**config.mk**
```make
export PLATFORM = sky130hd
export DESIGN_NAME = addsub_chunked
export DESIGN_NICKNAME = d
export VERILOG_FILES = /design/src/rtl/addsub_chunked.sv
export SDC_FILE = /design/constraint.sdc
export NUM_CORES = 1
export LEC_CHECK = 0
export BUFFER_PORTS_ARGS = -buffer_cell sky130_fd_sc_hd__buf_2
export CORE_ASPECT_RATIO = 1.2
export CORE_MARGIN = 10
export CORE_UTILIZATION = 49
export CTS_CLUSTER_DIAMETER = 150
export DETAILED_ROUTE_END_ITERATION = 6
export PLACE_DENSITY_LB_ADDON = 0.05
export SLEW_MARGIN = 20
export SYNTH_ARGS = -nofsm -noshare
export SYNTH_HDL_FRONTEND = slang
export SYNTH_SLANG_ARGS = --single-unit
```
**constraint.sdc**
```tcl
create_clock -name clk -period 4.1 [get_ports clk]
set_input_delay 0.41 -clock clk [delete_from_list [all_inputs] [get_ports clk]]
set_output_delay 0.41 -clock clk [all_outputs]
set_load 0.02 [all_outputs]
```
**src/rtl/addsub_chunked.sv**
```systemverilog
// ---------------------------------------------------------------------------
// addsub_chunked
//   Multi-cycle adder/subtractor. A WIDTH-bit add or subtract is done CHUNK
//   bits per clock through a small ripple-carry adder. The carry between
//   chunks is registered, so the combinational depth stays at one chunk.
//   It reports carry-out, signed overflow and zero, and uses a valid/ready
//   handshake on both the operand side and the result side.
//
// Parameters
//   WIDTH      operand/result width, must be a multiple of CHUNK
//   CHUNK      bits added per RUN cycle (NCHUNK = WIDTH/CHUNK >= 1)
//
// Ports
//   clk        clock, all state updates on posedge
//   rst_n      asynchronous active-low reset
//   in_valid   operands valid
//   in_ready   block can accept operands (IDLE only)
//   a, b       operands
//   sub        0: a+b, 1: a-b
//   out_valid  result valid (DONE only)
//   out_ready  consumer accepts result
//   sum        result
//   cout       carry out of MSB (for subtract, 1 means no borrow)
//   overflow   signed overflow
//   zero       sum == 0
//
// Optional feature (macro SAT_EN)
//   When defined, a signed overflow clamps sum to the most positive or most
//   negative value. overflow and cout still describe the raw result, and
//   zero describes the clamped sum. When undefined, sum wraps and there is
//   no clamp logic.
// ---------------------------------------------------------------------------
module addsub_chunked #(
  parameter int WIDTH = 32,
  parameter int CHUNK = 4
) (
  input  logic             clk,
  input  logic             rst_n,
  input  logic             in_valid,
  output logic             in_ready,
  input  logic [WIDTH-1:0] a,
  input  logic [WIDTH-1:0] b,
  input  logic             sub,
  output logic             out_valid,
  input  logic             out_ready,
  output logic [WIDTH-1:0] sum,
  output logic             cout,
  output logic             overflow,
  output logic             zero
);

  localparam int NCHUNK = WIDTH / CHUNK;
  localparam int IDXW   = (NCHUNK > 1) ? $clog2(NCHUNK) : 1;
  localparam logic [IDXW-1:0] LAST_IDX = IDXW'(NCHUNK - 1);

  typedef enum logic [1:0] {
    IDLE = 2'd0,
    RUN  = 2'd1,
    DONE = 2'd2
  } state_t;

  state_t            state_q, state_d;
  logic [IDXW-1:0]   idx_q, idx_d;
  logic              carry_q, carry_d;
  logic [WIDTH-1:0]  a_q, a_d;
  logic [WIDTH-1:0]  b_q, b_d;
  logic [WIDTH-1:0]  sum_q, sum_d;
  logic              cout_q, cout_d;
  logic              overflow_q, overflow_d;
  logic              zero_q, zero_d;

  logic [CHUNK-1:0]  a_chunk;
  logic [CHUNK-1:0]  b_chunk;
  logic [CHUNK:0]    chunk_res;
  logic [WIDTH-1:0]  merged;
  logic              raw_ovf;

  assign in_ready  = (state_q == IDLE);
  assign out_valid = (state_q == DONE);
  assign sum       = sum_q;
  assign cout      = cout_q;
  assign overflow  = overflow_q;
  assign zero      = zero_q;

  always_comb begin
    state_d    = state_q;
    idx_d      = idx_q;
    carry_d    = carry_q;
    a_d        = a_q;
    b_d        = b_q;
    sum_d      = sum_q;
    cout_d     = cout_q;
    overflow_d = overflow_q;
    zero_d     = zero_q;

    // One chunk of the ripple adder, with the stored inter-chunk carry.
    a_chunk   = a_q[idx_q*CHUNK +: CHUNK];
    b_chunk   = b_q[idx_q*CHUNK +: CHUNK];
    chunk_res = {1'b0, a_chunk} + {1'b0, b_chunk} + {{CHUNK{1'b0}}, carry_q};

    merged = sum_q;
    merged[idx_q*CHUNK +: CHUNK] = chunk_res[CHUNK-1:0];

    // b_q already holds the effective (possibly inverted) operand, so the
    // sign rule below is equivalent to carry-into-MSB XOR carry-out-of-MSB
    // and also works when a chunk is a single bit.
    raw_ovf = (a_q[WIDTH-1] == b_q[WIDTH-1]) && (merged[WIDTH-1] != a_q[WIDTH-1]);

    case (state_q)
      IDLE: begin
        if (in_valid) begin
          // Subtraction is a + ~b + 1: invert b here, inject 1 as carry-in.
          a_d     = a;
          b_d     = b ^ {WIDTH{sub}};
          carry_d = sub;
          idx_d   = '0;
          state_d = RUN;
        end
      end

      RUN: begin
        sum_d   = merged;
        carry_d = chunk_res[CHUNK];
        idx_d   = idx_q + IDXW'(1);
        if (idx_q == LAST_IDX) begin
          idx_d      = '0;
          cout_d     = chunk_res[CHUNK];
          overflow_d = raw_ovf;
          zero_d     = (merged == '0);
`ifdef SAT_EN
          // A raw MSB of 1 after overflow means the true result was too
          // positive; a raw MSB of 0 means it was too negative.
          if (raw_ovf) begin
            sum_d  = merged[WIDTH-1] ? {1'b0, {(WIDTH-1){1'b1}}}
                                     : {1'b1, {(WIDTH-1){1'b0}}};
            zero_d = 1'b0;
          end
`endif
          state_d = DONE;
        end
      end

      DONE: begin
        if (out_ready) begin
          state_d = IDLE;
        end
      end

      default: begin
        state_d = IDLE;
      end
    endcase
  end

  always_ff @(posedge clk or negedge rst_n) begin
    if (!rst_n) begin
      state_q    <= IDLE;
      idx_q      <= '0;
      carry_q    <= 1'b0;
      a_q        <= '0;
      b_q        <= '0;
      sum_q      <= '0;
      cout_q     <= 1'b0;
      overflow_q <= 1'b0;
      zero_q     <= 1'b0;
    end else begin
      state_q    <= state_d;
      idx_q      <= idx_d;
      carry_q    <= carry_d;
      a_q        <= a_d;
      b_q        <= b_d;
      sum_q      <= sum_d;
      cout_q     <= cout_d;
      overflow_q <= overflow_d;
      zero_q     <= zero_d;
    end
  end

endmodule

```
* After elaboration in Yosys (flattened, before gate mapping)
Cells that the tools add are included.
Operators by class: div/mod/pow operators 0, bitwise logic cells 1, multiply operators 0, shifts and indexed selects 4, $lt $le $gt $ge 0, $add $sub $neg 4, reduce and logical (&&, ||, !) cells 8, mux-type cells 10, equal/unequal tests 8
Operators with widths (count):
- 32-bit by 6-bit indexed part select with 4-bit output | 2
- 5-bit negation with 34-bit output | 1
- 4-bit by 34-bit variable shift with 32-bit output (first input constant) | 1
- 4-bit by 34-bit indexed part select with 32-bit output | 1
- 32-bit bitwise mux | 1
- 32-bit zero test | 1
- 32-bit bitwise XOR | 1
- 2-bit 2-to-1 mux | 3
- 3-bit 2-to-1 mux | 2
- 2-bit case mux with 3 select lines | 1
- 3-bit case mux with 2 select lines | 1
- 2-bit AND reduction | 3
- 4-bit by 4-bit adder with 5-bit output | 1
- 5-bit by 1-bit adder with 5-bit output | 1
- 2-bit != test (second input constant) | 2
- 3-bit by 1-bit adder with 3-bit output (second input constant) | 1
- 3-bit == test (second input constant) | 1
- 3-bit AND reduction | 1
- 2-bit by 1-bit == test with 1-bit output (second input constant) | 1
- 2-bit == test (second input constant) | 1
- 2-bit zero test | 1
- 2-bit by 1-bit != test with 1-bit output (second input constant) | 1
- 1-bit case mux with 2 select lines | 1
- 2-bit nonzero test | 1
- 4 further kinds | 4
Word-level totals: latch bits 0, word-level logic and storage cells 44, memories kept 0, RAM bits 0, bits in read-only memories 0, register bits after elaboration 105

* Longest topological paths before layout
word-level depth 7, mapped depth 15

* Worst setup path before layout
No wires, ideal clock.
path kind flip-flop to flip-flop, from register idx_q[0], to register zero_q (netlist: zero), slack 0.404 ns, data arrival time 3.628 ns, cell stages (with the launch flop) 16, library setup time 0.068 ns, cells stage by stage dfrtp_1 -> buf_4 -> buf_2 -> buf_2 -> mux4_2 -> nand2_1 -> nand2_1 -> fa_1 -> inv_1 -> fa_1 -> xor2_1 -> nand3_1 -> a31oi_1 -> o22ai_1 -> a2111oi_0 -> a32o_1
On the way: longest elaborated chain between the ends 6, elaborated cells on any way between the ends 11, those cells by class 3 x add/sub; 1 x eq/ne; 4 x shift; 1 x mux; 2 x reduce/logical
RTL lines:
- start, declared | line 63 | logic [IDXW-1:0] idx_q, idx_d;
- start signal, assigned | line 168 | idx_q <= idx_d;
- 32-bit by 6-bit indexed part select with 4-bit output (on tied branches) | line 97, 98
- 4-bit by 4-bit adder with 5-bit output | line 99 | chunk_res = {1'b0, a_chunk} + {1'b0, b_chunk} + {{CHUNK{1'b0}}, carry_q};
- 5-bit by 1-bit adder with 5-bit output | line 99
- 4-bit by 34-bit indexed part select with 32-bit output | line 102 | merged[idx_q*CHUNK +: CHUNK] = chunk_res[CHUNK-1:0];
- 32-bit bitwise mux | line 102
- 32-bit zero test | line 129 | zero_d = (merged == '0);
- end signal, assigned | line 175 | zero_q <= zero_d;
- end, declared | line 70 | logic zero_q, zero_d;
Parallel ways exist; a longest one is shown, timed or not. A chain may end at the register's enable or synchronous reset.

* Final worst setup path
Ends and elaborated chain as after synthesis.

==> flow_results.org <==
** Run status
- The flow ran to the end, and the final reports show no timing, DRC or antenna violations.

** Routing
- DR DRC count :: 0
- Number of design-rule violations left by the first detailed-router iteration :: 130
- Vias :: 3945
- Once detail routing completed, the nets flagged for antenna violations numbered 0.
- The routed design has 13000 um of wire.
- Detailed-route wire length per cell :: 18.2 um
- 1st-pass router iterations :: 4
- Using the TritonRoute via totals, the vias-per-cell ratio works out to 5.50.

** Flow run
- Across the run, the number of max-cap violations was 0.

** Worst setup path
- Startpoint of the worst-slack reg-to-reg timing path :: idx_q[0]$_DFFE_PN0P_
- For this design, the slowest cell found on the critical path is sky130_fd_sc_hd__dfrtp_2.
- CP Data Required Time :: 4.39 ns
- CP max FO :: 18
- Broken down by cell family, the worst path's largest delay share belongs to compound AO/OA/AOI/OAI gates.
- The number of buffers and inverters on the critical path is 2.
- Data arrival time of the critical path :: around 3.8 ns
- Critical path start-end classification :: reg2reg
- STA classifies the critical path endpoint as a register.
- Max incr delay on CP :: 0.74 ns
- Cell chain of the critical path :: mux4_2 > nand2_1 > nand2_1 > fa_1 > inv_1 > fa_1 > xor2_1 > buf_4 > nand2_1 > nor2_1 > o21ai_0 > a2111oi_0 > a32o_1
- Register-to-register setup slack :: ~0.58 ns
- In this run the critical register-to-register path is captured at zero$_DFFE_PN0P_.
- Crit start category :: register
- Worst-case reg-to-reg path depth :: 13
- Counting stages on the worst path, the most repeated cell is sky130_fd_sc_hd__nand2_1.

** STA
- Total negative slack for setup checks :: 0 ns
- Tightest slew margin relative to the limit :: 35.8%
- The final number of max-transition violations came to 0.
- Final worst path period share :: 86.0%
- Final number of setup-violating endpoints :: 0
- Transition time of the tightest slew-check pin :: 0.963 ns
- RSZ-0062 raised after global routing :: false
- Clock skew after layout :: approximately 0.012 ns
- The clock period could shrink to roughly 3.5 ns.
- Highest clock rate :: 284 MHz
- Number of hold-slack violations in the final timing report :: 0

** Cells and area
- Area Growth Syn to Fin :: 17.7%
- At the end of the flow, the number of nets in the layout was 664.
- The layout has 920 filler cells.
- Once layout is complete, the utilization of the core stands at 59.4%.
- Leaving out fill and tap cells, the most frequent cells in the layout are sky130_fd_sc_hd__dfrtp_1 (104), sky130_fd_sc_hd__buf_2 (104), sky130_fd_sc_hd__nand2_1 (53), sky130_fd_sc_hd__nor2_1 (53), sky130_fd_sc_hd__mux2_2 (51).
- Summing all multi-input logic gate instances after layout gives 2560 um2.
- Count of inserted antenna diode cells :: 0
- Across the whole layout, storage elements account for 2630 um2.
- Once layout is complete, the cells apart from fillers number 717.
- The finished cells cover 6280 um2.
- Ratio of cells with drive above 1 in the final layout :: 34.2%

** Die
- Once the floorplan was initialized, standard cells occupied 50.5% of the core.
- The die is 134 um tall.
- During I/O placement, the number of pins put on the boundary was 106.
- The floorplan step defined a die boundary enclosing roughly 15000 um2.
- Placeable core region :: 10600 um2
- In this run the horizontal extent of the chip is approximately 120 um.
- In this run the core area contains 41 standard-cell rows.

** Synthesis
- The number of nets in the synthesized netlist is approximately 570.
- Post-synthesis compound-gate area fraction :: 9.62%
- Counting flops with an async set or reset pin after synthesis yields a share of 100%.
- Largest family of logic cells by synthesized area :: multiplexers
- The Yosys step of the flow raised 0 warnings.
- The cell count after synthesis came out at 486.
- After synthesis, the share of cell area in mux cells is 18.1%.
- Among all flip-flop cells after synthesis, the most frequent one is sky130_fd_sc_hd__dfrtp_1.
- Share of the yosys chip area belonging to registers :: 49.3%
- Number of distinct library cell variants in the gate-level netlist after synthesis :: 46
- Number of synthesized flops with an enable pin :: 0
- The synthesized design contains about 110 register bits.
- The average instance in the mapped netlist occupies 11.0 um2.
- The mapped netlist covers 5330 um2.
- Area share of xor/xnor cells in the synthesized design :: 5.75%
- Of the total synthesized cell area, the portion taken by full adders, half adders and majority gates is 3.10%.
- Simple-gate share of the synthesized area :: 11.5%

** Place
- Summing all placed instances gives a cell area of 5970 um2.
- DPL Wire Length :: approximately 10000 um
- Input and output buffers added on the ports amount to 105.
- Including well taps, the total number of placed cells is 700.
- Routability-driven placement finished with a final weighted congestion of roughly 0.85.

** Global routing
- The first global-routing pass estimated roughly 22000 um of wire.
- Global routing used between 10% and 20% of the available tracks.
- Number of global-route vias before repair :: 4330
- Number of antenna violations at the first check in global routing :: 0
- Global route overflow :: 0
- Pin count of the biggest net entering global routing :: approximately 100

** Clock network
- After clock tree synthesis, the setup repair step added 0 buffers.
- Number of sinks handled by clock tree synthesis :: ~110
- The H-tree was split into 3 levels.
- Buffers inserted to repair hold after CTS numbered 0.
- Clock-pin slew was measured on the worst setup and hold paths at around 0.08 ns.
- TritonCTS built the clock tree.
- Clock Tree Buf Depth :: 2
- Clock latency reported for the late side of the worst-skew pair :: 0.34 ns
- Buffer cell driving the clock tree root :: sky130_fd_sc_hd__clkbuf_16
- TritonCTS created 9 clock buffers.
- Post-CTS repair changed the size of 0 cells.

** Pwr
- In this run the power density over the cells is 942 nW/um2.
- Highest ir drop seen on vdd :: 0.465 mV
- Leakage power :: ~2.9 nW
- The design draws about 6 mW.

** Worst hold path
- The tightest min-delay check is of the in2async type.
==> worst max-delay path by stage <==
stage,start,end,slack [ns],cells past startpoint
2_1_floorplan,idx_q[0]$_DFFE_PN0P_,zero$_DFFE_PN0P_,0.40,15
5_1_grt,idx_q[0]$_DFFE_PN0P_,zero$_DFFE_PN0P_,0.26,13
4_1_cts,idx_q[0]$_DFFE_PN0P_,zero$_DFFE_PN0P_,0.49,13
3_3_place_gp,idx_q[0]$_DFFE_PN0P_,zero$_DFFE_PN0P_,0.58,13
3_5_place_dp,idx_q[0]$_DFFE_PN0P_,zero$_DFFE_PN0P_,0.50,13
6_report,idx_q[0]$_DFFE_PN0P_,zero$_DFFE_PN0P_,0.58,13
==> state kept, by name (all words and copies together) (netlist names) <==
name and count:
zero 1, state_q 2, b_q 32, cout 1
sum 32, overflow 1, carry_q 1, a_q 32
idx_q 3
==> final cells by class <==
class	count	share of cell area, %
inverter	10	0.598
multi-input combinational	344	40.8
sequential	105	41.9
tap	129	2.57
clock inverter	7	0.817
timing repair buffer	113	9.69
clock buffer	9	3.59
==> Yosys cell counts, drive strengths merged, types with 9 or more instances <==
library cell / instances / area (um2)
dfrtp: 105 / 2630
mux2: 51 / 574
clkbuf: 16 / 60.1
buf: 11 / 47.6
nor2: 53 / 199
o21ai: 24 / 120
ha: 10 / 125
inv: 9 / 33.8
mux4: 16 / 360
xnor2: 33 / 289
a21oi: 38 / 190
nand2: 53 / 199
==> cells by family (layout without fill, tap and decap cells) <==
logic type	after synthesis	after routing
adders and majority gates	12	12
buffers and inverters	37	139
muxes	70	70
AOI/OAI and AO/OA	87	87
DFF	105	105
xor gates and xnor gates	35	35
and+or+nand+nor	140	140
==> stage by stage <==
step	hold slack (ns)	worst slack, ns
3_3_place_gp	0.485	0.579
6_report	0.221	0.575
4_1_cts	0.244	0.492
5_1_grt	0.247	0.263
2_1_floorplan	0.114	0.404
3_5_place_dp	0.495	0.504
==> layer usage <==
metal / track usage, % / vias up / routed length [um]
li1: - / 1903 / -
met1: 20.9 / 1931 / 5350
met2: 29.8 / 98 / 6860
met3: 3.35 / 13 / 629
met4: 6.47 / 0 / 208
met5: 0 / - / 0
==> power breakdown <==
| group | total (mW) | internal [mW] | switching, mW |
|---|---|---|---|
| clock network | 0.810 | 0.417 | 0.394 |
| registers | 1.87 | 1.50 | 0.371 |
| logic | 3.23 | 1.41 | 1.82 |
| total | 5.91 | 3.33 | 2.59 |
Note: power is estimated with default switching activity, not from simulation.
